===== src/rtl/overlay_mixer.sv =====
// overlay_mixer: blends the emblem overlay onto the background with a frame-synchronous fade in/out.
// Latency: rgb, hsync and vsync all lag their inputs by exactly 2 clk cycles (two register stages).
// Backpressure: none; a free-running pixel stream that accepts one pixel per clock, always.
//
// Ports:
//   clk, rst             pixel clock; synchronous active-high reset
//   hsync_in, vsync_in   syncs from the timing generator (inactive level = SYNC_IDLE)
//   active               visible-area flag, aligned with bg_rgb / emblem_*
//   bg_rgb               background colour, RRGGBB
//   emblem_draw          overlay pixel valid
//   emblem_rgb           overlay colour, RRGGBB
//   enable               request to show the overlay (sampled on frame ticks only)
//   hsync, vsync, rgb    pipelined syncs and final colour
//   alpha                overlay weight 0..4 (updated once per frame)
//   busy                 high while fading in or out
module overlay_mixer #(
    parameter int   FADE_STEP_FRAMES = 4,
    parameter logic SYNC_IDLE        = 1'b1
) (
    input  logic       clk,
    input  logic       rst,
    input  logic       hsync_in,
    input  logic       vsync_in,
    input  logic       active,
    input  logic [5:0] bg_rgb,
    input  logic       emblem_draw,
    input  logic [5:0] emblem_rgb,
    input  logic       enable,
    output logic       hsync,
    output logic       vsync,
    output logic [5:0] rgb,
    output logic [2:0] alpha,
    output logic       busy
);

    localparam int CNT_W = $clog2(FADE_STEP_FRAMES) + 1;
    localparam logic [CNT_W-1:0] STEP_LAST = CNT_W'(FADE_STEP_FRAMES - 1);

    localparam logic [1:0] S_IDLE     = 2'd0;
    localparam logic [1:0] S_FADE_IN  = 2'd1;
    localparam logic [1:0] S_SHOWN    = 2'd2;
    localparam logic [1:0] S_FADE_OUT = 2'd3;

    // Stage 1 registers
    logic       hs1_q, vs1_q, act1_q, draw1_q;
    logic [5:0] bg1_q, emb1_q;

    // Stage 2 registers
    logic       hs2_q, vs2_q;
    logic [5:0] rgb_q, rgb_d;

    // Fade control
    logic [1:0]       state_q, state_d;
    logic [2:0]       alpha_q, alpha_d;
    logic [CNT_W-1:0] cnt_q, cnt_d;
    logic             frame_tick;

    // vs2_q is the stage-1 vsync delayed by one cycle, so it doubles as the
    // edge-detector history bit; both reset to SYNC_IDLE so reset never
    // produces a tick.
    assign frame_tick = (vs2_q == SYNC_IDLE) && (vs1_q != SYNC_IDLE);

    // Per-channel weighted mix: (e*a + b*(4-a)) >> 2. The sum is at most 12,
    // so 4 bits hold it without overflow; the shift truncates.
    function automatic logic [1:0] blend_ch(input logic [1:0] e, input logic [1:0] b,
                                            input logic [2:0] a);
        logic [3:0] e4, b4, a4, ia4, sum;
        e4  = {2'b00, e};
        b4  = {2'b00, b};
        a4  = {1'b0, a};
        ia4 = 4'd4 - a4;
        sum = (e4 * a4) + (b4 * ia4);
        return sum[3:2];
    endfunction

    always_comb begin
        rgb_d = 6'd0;
        if (!act1_q) begin
            rgb_d = 6'd0;
        end else if (!draw1_q) begin
            rgb_d = bg1_q;
        end else begin
            rgb_d[5:4] = blend_ch(emb1_q[5:4], bg1_q[5:4], alpha_q);
            rgb_d[3:2] = blend_ch(emb1_q[3:2], bg1_q[3:2], alpha_q);
            rgb_d[1:0] = blend_ch(emb1_q[1:0], bg1_q[1:0], alpha_q);
        end
    end

    // Fade FSM. Entering a fade from a steady state takes the first alpha
    // step immediately; a reversal only flips direction and restarts the
    // step counter.
    always_comb begin
        state_d = state_q;
        alpha_d = alpha_q;
        cnt_d   = cnt_q;
        if (frame_tick) begin
            case (state_q)
                S_IDLE: begin
                    if (enable) begin
                        state_d = S_FADE_IN;
                        alpha_d = 3'd1;
                        cnt_d   = '0;
                    end
                end
                S_FADE_IN: begin
                    if (!enable) begin
                        state_d = S_FADE_OUT;
                        cnt_d   = '0;
                    end else if (cnt_q == STEP_LAST) begin
                        cnt_d = '0;
                        if (alpha_q < 3'd4) begin
                            alpha_d = alpha_q + 3'd1;
                        end
                        if (alpha_q >= 3'd3) begin
                            state_d = S_SHOWN;
                        end
                    end else begin
                        cnt_d = cnt_q + 1'b1;
                    end
                end
                S_SHOWN: begin
                    if (!enable) begin
                        state_d = S_FADE_OUT;
                        alpha_d = 3'd3;
                        cnt_d   = '0;
                    end
                end
                S_FADE_OUT: begin
                    if (enable) begin
                        state_d = S_FADE_IN;
                        cnt_d   = '0;
                    end else if (cnt_q == STEP_LAST) begin
                        cnt_d = '0;
                        if (alpha_q > 3'd0) begin
                            alpha_d = alpha_q - 3'd1;
                        end
                        if (alpha_q <= 3'd1) begin
                            state_d = S_IDLE;
                        end
                    end else begin
                        cnt_d = cnt_q + 1'b1;
                    end
                end
                default: begin
                    state_d = S_IDLE;
                    alpha_d = 3'd0;
                    cnt_d   = '0;
                end
            endcase
        end
    end

    always_ff @(posedge clk) begin
        if (rst) begin
            hs1_q   <= SYNC_IDLE;
            vs1_q   <= SYNC_IDLE;
            act1_q  <= 1'b0;
            draw1_q <= 1'b0;
            bg1_q   <= 6'd0;
            emb1_q  <= 6'd0;
            hs2_q   <= SYNC_IDLE;
            vs2_q   <= SYNC_IDLE;
            rgb_q   <= 6'd0;
            state_q <= S_IDLE;
            alpha_q <= 3'd0;
            cnt_q   <= '0;
        end else begin
            hs1_q   <= hsync_in;
            vs1_q   <= vsync_in;
            act1_q  <= active;
            draw1_q <= emblem_draw;
            bg1_q   <= bg_rgb;
            emb1_q  <= emblem_rgb;
            hs2_q   <= hs1_q;
            vs2_q   <= vs1_q;
            rgb_q   <= rgb_d;
            state_q <= state_d;
            alpha_q <= alpha_d;
            cnt_q   <= cnt_d;
        end
    end

    assign hsync = hs2_q;
    assign vsync = vs2_q;
    assign rgb   = rgb_q;
    assign alpha = alpha_q;
    assign busy  = (state_q == S_FADE_IN) || (state_q == S_FADE_OUT);

endmodule


===== config.mk =====
export PLATFORM = sky130hd
export DESIGN_NAME = overlay_mixer
export DESIGN_NICKNAME = d
export VERILOG_FILES = /design/src/rtl/overlay_mixer.sv
export SDC_FILE = /design/constraint.sdc
export NUM_CORES = 1
export LEC_CHECK = 0
export ABC_AREA = 1
export ABC_CLOCK_PERIOD_IN_PS = 4350
export BUFFER_PORTS_ARGS = -buffer_cell sky130_fd_sc_hd__buf_2
export CORE_ASPECT_RATIO = 1.25
export CORE_UTILIZATION = 35
export CTS_BUF_LIST = sky130_fd_sc_hd__clkbuf_2
export DETAILED_ROUTE_END_ITERATION = 6
export GPL_ROUTABILITY_DRIVEN = 0
export GPL_TIMING_DRIVEN = 0
export PLACE_DENSITY = 0.64
export SLEW_MARGIN = 20
export SYNTH_ARGS = -nofsm -noshare
export SYNTH_HDL_FRONTEND = slang
export SYNTH_SLANG_ARGS = --single-unit

===== constraint.sdc =====
create_clock -name clk -period 4.35 [get_ports clk]
set_clock_uncertainty 0.1 [all_clocks]
set_input_delay 0.435 -clock clk [delete_from_list [all_inputs] [get_ports clk]]
set_output_delay 0.435 -clock clk [all_outputs]
set_load 0.005 [all_outputs]

# Word-level counts from Yosys, hierarchy flattened
# Cells that the tools add are included.
[classes] n_reduce_logical=7 addsub=7 n_eq_ne=16 muxes=25 mul=6 n_bitwise=2 n_lt_le_gt_ge=4
[ops] cell="$mux 3" count=13
[ops] cell="$pmux 3 s4" count=2
[ops] cell="$mux 2" count=8
[ops] cell="$ne 2x2->1 const B" count=8
[ops] cell="$add 4x4->4" count=3
[ops] cell="$mul 2x3->4" count=3
[ops] cell="$mul 2x4->4" count=3
[ops] cell="$ne 3x3->1 const B" count=4
[ops] cell="$reduce_and 9->1" count=1
[ops] cell="$pmux 2 s4" count=1
[ops] cell="$reduce_and 7->1" count=1
[ops] cell="$add 3x1->3 const B" count=2
[ops] cell="$mux 6" count=1
[ops] cell="$eq 2x2->1 const B" count=2
[ops] cell="$sub 3x3->4 const A" count=1
[ops] cell="$eq 3x2->1 const B" count=1
[ops] cell="$ge 3x2->1 const B" count=1
[ops] cell="$gt 3x1->1 const B" count=1
[ops] cell="$le 3x1->1 const B" count=1
[ops] cell="$lt 3x3->1 const B" count=1
[ops] cell="$reduce_and 3->1" count=1
[ops] cell="$sub 3x1->3 const B" count=1
[ops] cell="$eq 2x1->1 const B" count=1
[ops] cell="$logic_not 2->1" count=1
[ops] cell="other kinds (4)" count=5
[word_totals] wordCells=79 input_bits=19 out_inout_bits=12 regBits=32

# Longest topological paths before layout
# Gate-level depths: netlist of run 1.
[depth] word_depth=5 depth_mapped=20 mapped_depth_nobuf=19

# Worst setup path before layout of run 1
# OpenSTA, ideal clock, no wires.
[synth_path] kind="flip-flop to flip-flop" startpoint="register alpha_q[0] (netlist: alpha[0])" endpoint="register rgb_q[3] (netlist: rgb[3])" t_required_ns=4.141 setup_ns=0.109 t_arrival_ns=3.286 path_stages_with_launch=19 synth_period_minus_slack_ns=3.494 path_slack_ns=0.856 path_buffers=0 cell_sequence="dfxtp_1 -> inv_1 -> ha_1 -> ha_1 -> inv_1 -> nand2_1 -> fa_1 -> inv_1 -> fa_1 -> inv_1 -> fa_1 -> inv_1 -> nand3_1 -> nand3_1 -> nand2_1 -> nand3_1 -> nand3_1 -> nand2_1 -> inv_1"
[synth_between] elab_chain_cells=4 elab_cells_between_ends=5 cone_classes="2 x add/sub; 2 x mul; 1 x mux"
[synth_lines] item="start, declared" line_no="54" source="logic [2:0] alpha_q, alpha_d;"
[synth_lines] item="start signal, assigned" line_no="178" source="alpha_q <= alpha_d;"
[synth_lines] item="$sub 3x3->4" line_no="71" source="ia4 = 4'd4 - a4;"
[synth_lines] item="$mul 2x4->4" line_no="72" source="sum = (e4 * a4) + (b4 * ia4);"
[synth_lines] item="$add 4x4->4 *" line_no="72"
[synth_lines] item="$mux 6 *" line_no="80" source="end else if (!draw1_q) begin"
[synth_lines] item="end signal, assigned" line_no="176" source="rgb_q <= rgb_d;"
[synth_lines] item="end, declared" line_no="50" source="logic [5:0] rgb_q, rgb_d;"
# Every way passes the cells marked *; elsewhere a longest branch is shown, timed or not.
# A chain may end at the register's enable or synchronous reset.

# Worst setup path after layout of run 1
# Ends and elaborated chain as after synthesis.

==> results.sh, run 1 <==
export IMPL_status="completed"
export IMPL_final_cell_mix="nand2_1 (103), inv_1 (67), dfxtp_1 (32), nor2_1 (30), buf_2 (30)"
export IMPL_drive_above_1_share_pct=16.40
export IMPL_cts_tree="yes"
export IMPL_ant_nets=0
export IMPL_post_route_cell_area_mm2=0.002541
export IMPL_via_count=1997
export IMPL_hold_path_class="in -> reg"
export IMPL_syn_cell_area_mm2=0.002246
export IMPL_fill_cells=687
export IMPL_hold_ws_ns=0.1240
export IMPL_synth_top_area_cell="dfxtp_1"
export IMPL_setup_tns_ns=0
export IMPL_drcViolationCount=0
export IMPL_diodes=0
export IMPL_die_x_um=73.65
export IMPL_antenna_found_initial=0
export IMPL_clkSinkCount=32
export IMPL_io_buffers=30
export IMPL_ys_seq_area_share_pct=28.52
export IMPL_syn2layout_area_growth_pct=13.15
export IMPL_row_count=32
export IMPL_critical_path_arrival_ns=4.05
export IMPL_fin_crit_ns=3.847
export IMPL_wl_um=4779
export IMPL_post_cts_resized=0
export IMPL_synth_nets=378
export IMPL_yosysWarningCount=0
export IMPL_hold_viol=0
export IMPL_reg2reg_slack_ns=0.50
export IMPL_avgRoutedWirePerCell_um=10.46
export IMPL_dieArea_mm2=0.006743
export IMPL_cts_buffer_depth=2
export IMPL_hold_buffers=0
export IMPL_leakagePower_nw=1.417
export IMPL_worst_slew_pin_slew_ns=0.5141
export IMPL_setup_viol=0
export IMPL_grt_pass1_wl_um=8142
export IMPL_critPathMaxFanout=7
export IMPL_ys_types=24
export IMPL_drv_slew=0
export IMPL_grt_use_total_pct=16.01
export IMPL_power_density_mw_per_mm2=238.8
export IMPL_final_common_cell="nand2_1"
export IMPL_grt_pass1_vias=1850
export IMPL_fp_coreArea_mm2=0.006166
export IMPL_final_cells=457
export IMPL_crit_chain="inv_1 -> ha_1 -> ha_1 -> inv_1 -> nand2_1 -> fa_1 -> inv_1 -> fa_1 -> inv_1 -> fa_1 -> inv_1 -> nand3_1 -> nand3_1 -> nand2_1 -> nand3_1 -> nand3_1 -> nand2_1 -> inv_1"
export IMPL_synth_top_area_share_pct=28.52
export IMPL_syn_inst=334
export IMPL_p_switching_mw=0.2050
export IMPL_p_int_mw=0.4019
export IMPL_ios=31
export IMPL_seq_power_share_pct=53.0
export IMPL_drtIter0Drc=98
export IMPL_initial_core_util_pct=36.42
export IMPL_end_kind="register"
export IMPL_holdPathStages=2
export IMPL_ir_drop_uv=156.8
export IMPL_dp_hpwl_um=3647
export IMPL_p_sw_share_pct=33.77
export IMPL_clk_pin_slew_ns=0.17
export IMPL_reg2regPathDepth=18
export IMPL_post_cts_setup_buffer_count=0
export IMPL_cts_buffers=5
export IMPL_root_buffer="clkbuf_2"
export IMPL_critPathRequiredTime_ns=4.55
export IMPL_crit_top_cell="inv_1"
export IMPL_reg2reg_from="alpha[0]"
export IMPL_clock_latency_ns=0.38
export IMPL_h_tree_depth=2
export IMPL_synthTopCellsByArea="dfxtp_1 (29%), nand2_1 (17%), inv_1 (11%)"
export IMPL_dr_pass1_iters=4
export IMPL_gr_total_overflow=0
export IMPL_rsz0062_at_grt="no"
export IMPL_place_inst=449
export IMPL_clock_fmax_ghz=0.2599
export IMPL_hp_start="vsync_in"
export IMPL_slowest_delay_ns=0.53
export IMPL_die_h_um=91.56
export IMPL_hold_end="vs1_q"
export IMPL_maxCapViolCount=0
export IMPL_critPathKind="reg -> reg"
export IMPL_p_comb_share_pct=22.5
export IMPL_nets=415
export IMPL_post_route_period_util_pct=88.45
export IMPL_reg2reg_to="rgb[3]"
export IMPL_dpl_instance_area_mm2=0.002502
export IMPL_postSynthAreaPerCell_um2=6.724
export IMPL_crit_path_start_kind="register"
export IMPL_maxSlewHeadroom_pct=65.73
export IMPL_synth_seq_cells=32
export IMPL_clockPowerShare_pct=24.5
export IMPL_grt_max_degree=11
export IMPL_slowest_stage="fa_1"
export IMPL_via_per_inst=4.370
[metal layers]
layer | up-vias | GRT usage (%) | wire length (µm)
li1 | 1068 | - | -
met1 | 884 | 19.07 | 2217
met2 | 39 | 27.60 | 2291
met3 | 6 | 4.107 | 211
met4 | 0 | 4.808 | 59
met5 | - | 0 | 0
[per-stage QoR]
step | setup WS (ns) | util (%) | power [mW]
finish | 0.5026 | 41.21 | 0.6069
floorplan | 0.8557 | - | 0.4230
detailed placement | 0.5072 | 40.58 | 0.4667
CTS | 0.4807 | 41.21 | 0.6193
global placement | 0.5241 | 40.58 | 0.4633
global route | 0.2024 | 41.21 | 0.6547
[Yosys cell counts]
| cell type | instances |
|---|---|
| buf_6 | 2 |
| nor3_1 | 3 |
| o21ai_1 | 2 |
| nand3_2 | 1 |
| nand2_2 | 4 |
| nand4_2 | 1 |
| nand2_1 | 103 |
| ha_1 | 13 |
| nor2_2 | 1 |
| o21ai_0 | 5 |
| nor2_1 | 30 |
| a21oi_1 | 10 |
| o22ai_1 | 1 |
| dfxtp_1 | 32 |
| nor2_4 | 3 |
| clkbuf_1 | 3 |
| buf_4 | 2 |
| nand4_1 | 3 |
| nand3_1 | 26 |
| a21oi_2 | 3 |
| or2_2 | 3 |
| fa_1 | 12 |
| inv_2 | 4 |
| inv_1 | 67 |
[power by group through the flow]
stage / registers [mW] / logic (mW) / clock network (mW)
global route: 0.325 / 0.159 / 0.171
finish: 0.322 / 0.137 / 0.148
CTS: 0.322 / 0.139 / 0.158
detailed placement: 0.328 / 0.139 / 0
global placement: 0.328 / 0.135 / 0
floorplan: 0.324 / 0.0988 / 0
[worst max path at each step]
stage | slack (ns) | endpoint | cells past startpoint | startpoint
final | 0.50 | rgb[3] | 18 | alpha[0]
after global routing | 0.20 | rgb[3] | 18 | alpha[0]
after CTS | 0.48 | rgb[1] | 19 | alpha[0]
after detailed placement | 0.51 | rgb[3] | 18 | alpha[0]
after global placement | 0.52 | rgb[3] | 18 | alpha[0]
after floorplan | 0.86 | rgb[3] | 18 | alpha[0]
[state kept, by name, summed over array words and instances, names as in the netlist]
signal and flops:
vs1_q 1, alpha 3, draw1_q 1, cnt_q 3, act1_q 1, state_q 2
bg1_q 6, vsync 1, hsync 1, hs1_q 1, rgb 6, emb1_q 6
[critical path: cells and delay by family (launching register included)]
kind / cells / cell delay, ns
flops: 1 / 0.52
simple gates: 7 / 0.54
buf+inv: 6 / 0.59
fa+ha+maj: 5 / 2.02
[kinds of logic after synthesis]
family	count (synthesis)	share of synthesized area (%)
compound gates	21	5.237
flops	32	28.52
fa+ha+maj	25	17.94
buf+inv	78	14.04
simple gates	178	34.26
[area by class of cell]
class                   count  area, µm²  share of cell area (%)
well taps                  85      106.4                   4.185
repair buffers             30      150.1                   5.908
flip-flops and latches     32      640.6                   25.21
clock inverters             1      3.754                  0.1477
multi-input cells         224       1290                   50.76
inverters                  71      266.5                   10.49
clock buffers               7      35.03                   1.379
plain buffers               7      48.80                   1.920
(Power assumes the default switching activity.)
==> inputs of run 2 (changes only) <==
PLACE_DENSITY = 0.58   (was 0.64)
==> results.sh, run 2 (synthesis gave the netlist of run 1 again) <==
export IMPL_via_count=2033
export IMPL_fill_cells=710
export IMPL_drcViolationCount=0
export IMPL_post_cts_setup_buffer_count=0
export IMPL_slowest_delay_ns=0.53
export IMPL_crit_family="adder cells"
export IMPL_critPathKind="reg -> reg"
export IMPL_grt_pass1_vias=2063
export IMPL_antenna_found_initial=0
export IMPL_grt_use_total_pct=17.23
export IMPL_end_kind="register"
export IMPL_critical_path_arrival_ns=4.10
export IMPL_final_cell_mix="nand2_1 (103), inv_1 (67), dfxtp_1 (32), nor2_1 (30), buf_2 (30)"
export IMPL_avgRoutedWirePerCell_um=10.91
export IMPL_rsz0062_at_grt="no"
export IMPL_crit_chain="inv_1 -> ha_1 -> ha_1 -> inv_1 -> nand2_1 -> fa_1 -> inv_1 -> fa_1 -> inv_1 -> fa_1 -> inv_1 -> nand3_1 -> nand3_1 -> nand2_1 -> nand3_1 -> nand3_1 -> nand2_1 -> inv_1"
export IMPL_maxCapViolCount=0
export IMPL_post_route_period_util_pct=89.23
export IMPL_h_tree_depth=2
export IMPL_row_count=32
export IMPL_ant_nets=0
export IMPL_root_buffer="clkbuf_2"
export IMPL_ios=31
export IMPL_hold_path_class="in -> reg"
export IMPL_clock_latency_ns=0.40
export IMPL_grt_pass1_wl_um=8742
export IMPL_critPathRequiredTime_ns=4.57
export IMPL_initial_core_util_pct=36.42
export IMPL_hold_buffers=0
export IMPL_die_h_um=91.56
export IMPL_wl_um=4984
export IMPL_met3_usage_pct=4.440
export IMPL_final_common_cell="nand2_1"
export IMPL_worst_slack_ns=0.4684
export IMPL_maxSlewHeadroom_pct=63.49
export IMPL_io_buffers=30
export IMPL_crit_buf_inv=6
export IMPL_diodes=0
export IMPL_post_cts_resized=0
export IMPL_status="completed"
export IMPL_slowest_stage="fa_1"
export IMPL_fp_coreArea_mm2=0.006166
export IMPL_nets=415
export IMPL_gr_total_overflow=0
export IMPL_drive_above_1_share_pct=16.40
export IMPL_via_per_inst=4.449
export IMPL_dr_pass1_iters=5
export IMPL_dp_hpwl_um=3742
export IMPL_setup_tns_ns=0
export IMPL_crit_top_cell="inv_1"
export IMPL_grt_max_degree=11
export IMPL_clkSinkCount=32
export IMPL_power_density_mw_per_mm2=240.5
export IMPL_dieArea_mm2=0.006743
export IMPL_clk_pin_slew_ns=0.20
export IMPL_cts_buffer_depth=2
export IMPL_hold_viol=0
export IMPL_grtUsageMet1_pct=20.07
export IMPL_reg2reg_slack_ns=0.47
export IMPL_cts_tree="yes"
export IMPL_setup_viol=0
export IMPL_die_x_um=73.65
export IMPL_drv_slew=0
export IMPL_worst_slew_pin_slew_ns=0.5477
export IMPL_fin_crit_ns=3.882
export IMPL_drtIter0Drc=108
export IMPL_dp_slack_ns=0.4946
export IMPL_critPathMaxFanout=7
export IMPL_clock_fmax_ghz=0.2576
export IMPL_crit_path_start_kind="register"
export IMPL_syn2layout_area_growth_pct=13.26
export IMPL_cts_buffers=5
export IMPL_grt_util_met2_pct=29.59
export IMPL_grt_busiest_layer="met2"
export IMPL_leakagePower_nw=1.413
export IMPL_ir_drop_uv=121.6
==> run 2: area by class of cell <==
class | instances | area [µm²] | area share, %
Tap cell | 85 | 106.4 | 4.181
Sequential cell | 32 | 640.6 | 25.18
Clock buffer | 6 | 30.03 | 1.181
Buffer | 7 | 48.80 | 1.918
Timing Repair Buffer | 30 | 150.1 | 5.903
Inverter | 71 | 266.5 | 10.48
Multi-Input combinational cell | 224 | 1290 | 50.71
Clock inverter | 2 | 11.26 | 0.4427
==> run 2: worst reg2reg max path: stages, from the launching register on <==
cell and delay, ns:
dfxtp_1 0.51, inv_1 0.13, ha_1 0.22, ha_1 0.31, inv_1 0.24, nand2_1 0.13
fa_1 0.52, inv_1 0.06, fa_1 0.53, inv_1 0.06, fa_1 0.46, inv_1 0.10
nand3_1 0.08, nand3_1 0.08, nand2_1 0.05, nand3_1 0.06, nand3_1 0.07, nand2_1 0.07
inv_1 0.03
==> run 2: metrics by stage <==
stage | instances | hold slack (ns) | area (µm²) | total power, mW | utilization [%]
floorplan | 334 | 0.2895 | 2246 | 0.4230 | -
finish | 457 | 0.09785 | 2544 | 0.6118 | 41.25
detailed placement | 449 | 0.2956 | 2502 | 0.4673 | 40.58
global placement | 449 | 0.2926 | 2502 | 0.4642 | 40.58
CTS | 457 | 0.07880 | 2544 | 0.6251 | 41.25
global route | 457 | 0.05551 | 2544 | 0.6597 | 41.25
==> run 2: report_power, final <==
part           leakage (nW)  switching [mW]  total, mW  internal, mW
clock                0.0266           0.111      0.151        0.0401
sequential            0.264          0.0142      0.322         0.308
combinational          1.12          0.0870      0.139        0.0518
==> run 2: routing by layer <==
| layer | up-vias | share of wire, % | routed length, µm |
|---|---|---|---|
| met1 | 905 | 45 | 2257 |
| met5 | - | 0 | 0 |
| met3 | 10 | 3.9 | 196 |
| met4 | 0 | 2.2 | 112 |
| met2 | 45 | 48 | 2417 |
| li1 | 1073 | - | - |
==> run 2: worst paths after layout <==
kind | start | endpoint | depth (start not counted)
hold / removal | vsync_in | vs1_q | 2
hold reg to reg | hs1_q | hsync | 1
setup reg to reg | alpha[0] | rgb[3] | 18
setup / recovery | alpha[0] | rgb[3] | 18
==> inputs of run 3 (changes only) <==
ABC_CLOCK_PERIOD_IN_PS = 4400   (was 4350)
CORE_UTILIZATION = 40   (was 35)
CTS_CLUSTER_SIZE = 20   (was default)
PLACE_DENSITY = 0.64   (was 0.58)
clock period = 4.4 ns   (was 4.35 ns; I/O delays follow)
==> results.sh, run 3 (synthesis gave the netlist of run 1 again) <==
export IMPL_initial_core_util_pct=41.55
export IMPL_row_count=30
export IMPL_drcViolationCount=0
export IMPL_drtIter0Drc=105
export IMPL_clkSinkCount=32
export IMPL_avgRoutedWirePerCell_um=11.38
export IMPL_setup_tns_ns=0
export IMPL_via_per_inst=4.734
export IMPL_crit_top_cell="inv_1"
export IMPL_dp_hpwl_um=3700
export IMPL_hold_path_class="in -> reg"
export IMPL_setup_viol=0
export IMPL_hold_viol=0
export IMPL_dr_pass1_iters=4
export IMPL_power_total_mw=0.6613
export IMPL_antenna_found_initial=0
export IMPL_hold_buffers=0
export IMPL_cts_buffers=5
export IMPL_wl_um=4960
export IMPL_power_density_mw_per_mm2=260.2
export IMPL_syn2layout_area_growth_pct=13.15
export IMPL_via_count=2064
export IMPL_maxCapViolCount=0
export IMPL_post_cts_resized=0
export IMPL_fill_cells=583
export IMPL_clock_latency_ns=0.38
export IMPL_slowest_stage="dfxtp_1"
export IMPL_diodes=0
export IMPL_crit_path_start_kind="register"
export IMPL_slowest_delay_ns=0.54
export IMPL_maxSlewHeadroom_pct=65.48
export IMPL_status="completed"
export IMPL_gr_total_overflow=0
export IMPL_root_buffer="clkbuf_2"
export IMPL_grt_use_total_pct=17.37
export IMPL_dieArea_mm2=0.005920
export IMPL_grt_pass1_vias=1895
export IMPL_critPathMaxFanout=7
export IMPL_io_buffers=30
export IMPL_grt_max_degree=11
export IMPL_critPathRequiredTime_ns=4.61
export IMPL_ant_nets=0
export IMPL_final_cell_mix="nand2_1 (103), inv_1 (67), dfxtp_1 (32), nor2_1 (30), buf_2 (30)"
export IMPL_final_common_cell="nand2_1"
export IMPL_ir_drop_uv=175.5
export IMPL_crit_buf_inv=6
export IMPL_post_cts_setup_buffer_count=0
export IMPL_die_x_um=69.02
export IMPL_ios=31
export IMPL_cts_tree="yes"
export IMPL_post_route_period_util_pct=89.24
export IMPL_crit_family="adder cells"
export IMPL_drive_above_1_share_pct=16.67
export IMPL_cts_buffer_depth=2
export IMPL_drv_slew=0
export IMPL_rsz0062_at_grt="no"
export IMPL_grt_pass1_wl_um=8073
export IMPL_end_kind="register"
export IMPL_die_h_um=85.78
export IMPL_leakagePower_nw=1.429
export IMPL_crit_chain="inv_1 -> ha_1 -> ha_1 -> inv_1 -> nand2_1 -> fa_1 -> inv_1 -> fa_1 -> inv_1 -> fa_1 -> inv_1 -> nand3_1 -> nand3_1 -> nand2_1 -> nand3_1 -> nand3_1 -> nand2_1 -> inv_1"
export IMPL_fp_coreArea_mm2=0.005405
export IMPL_clock_fmax_ghz=0.2547
export IMPL_clk_pin_slew_ns=0.18
export IMPL_fin_util_pct=47.01
export IMPL_critical_path_arrival_ns=4.14
export IMPL_nets=415
export IMPL_worst_slew_pin_slew_ns=0.5178
export IMPL_hold_ws_ns=0.1295
export IMPL_h_tree_depth=2
export IMPL_fin_crit_ns=3.927
export IMPL_critPathKind="reg -> reg"
## run 3: changes by cell type in the layout (fill, tap and decap cells not counted), sizes merged
cell,before,now
bufinv,0,1
clkinvlp,1,0
## run 3: power by group
group | switching, mW | total [mW] | leakage [nW] | internal, mW
clock | 0.109 | 0.206 | 0.0430 | 0.0979
combinational | 0.0857 | 0.136 | 1.12 | 0.0508
sequential | 0.0143 | 0.318 | 0.264 | 0.304
total | 0.209 | 0.661 | 1.43 | 0.453
## run 3: final timing paths
kind / depth (start not counted) / start / end / slack (ns)
max: 18 / alpha[0] / rgb[3] / 0.47
min: 2 / hsync_in / hs1_q / 0.13
max reg2reg: 18 / alpha[0] / rgb[3] / 0.47
min reg2reg: 1 / hs1_q / hsync / 0.33
## run 3: layout make-up
cell class | count | area (µm²) | area share [%]
multi-input cells | 224 | 1290 | 50.76
clock inverters | 2 | 35.03 | 1.379
flip-flops and latches | 32 | 640.6 | 25.21
well taps | 64 | 80.08 | 3.151
plain buffers | 7 | 48.80 | 1.920
inverters | 71 | 266.5 | 10.49
clock buffers | 6 | 30.03 | 1.182
repair buffers | 30 | 150.1 | 5.908
## run 3: worst register-to-register path, cell delays in order (launching register included)
cell,delay [ns]
dfxtp_1,0.54
inv_1,0.15
ha_1,0.23
ha_1,0.32
inv_1,0.25
nand2_1,0.12
fa_1,0.51
inv_1,0.06
fa_1,0.54
inv_1,0.06
fa_1,0.46
inv_1,0.10
nand3_1,0.09
nand3_1,0.08
nand2_1,0.05
nand3_1,0.05
nand3_1,0.06
nand2_1,0.07
inv_1,0.03
## run 3: per-layer routing
metal	vias up	wire, µm	global-route usage [%]
met5	-	0	0
met4	0	66	6.865
met3	4	190	3.408
met2	39	2521	32.83
met1	943	2181	18.87
li1	1078	-	-
## run 3: stage by stage
| step | setup WS, ns | cells | cell area, µm² |
|---|---|---|---|
| 6_report | 0.4733 | 436 | 2541 |
| 5_1_grt | 0.1755 | 436 | 2541 |
| 4_1_cts | 0.4824 | 436 | 2541 |
| 3_5_place_dp | 0.4888 | 428 | 2476 |
| 3_3_place_gp | 0.5510 | 428 | 2476 |
| 2_1_floorplan | 0.9057 | 334 | 2246 |
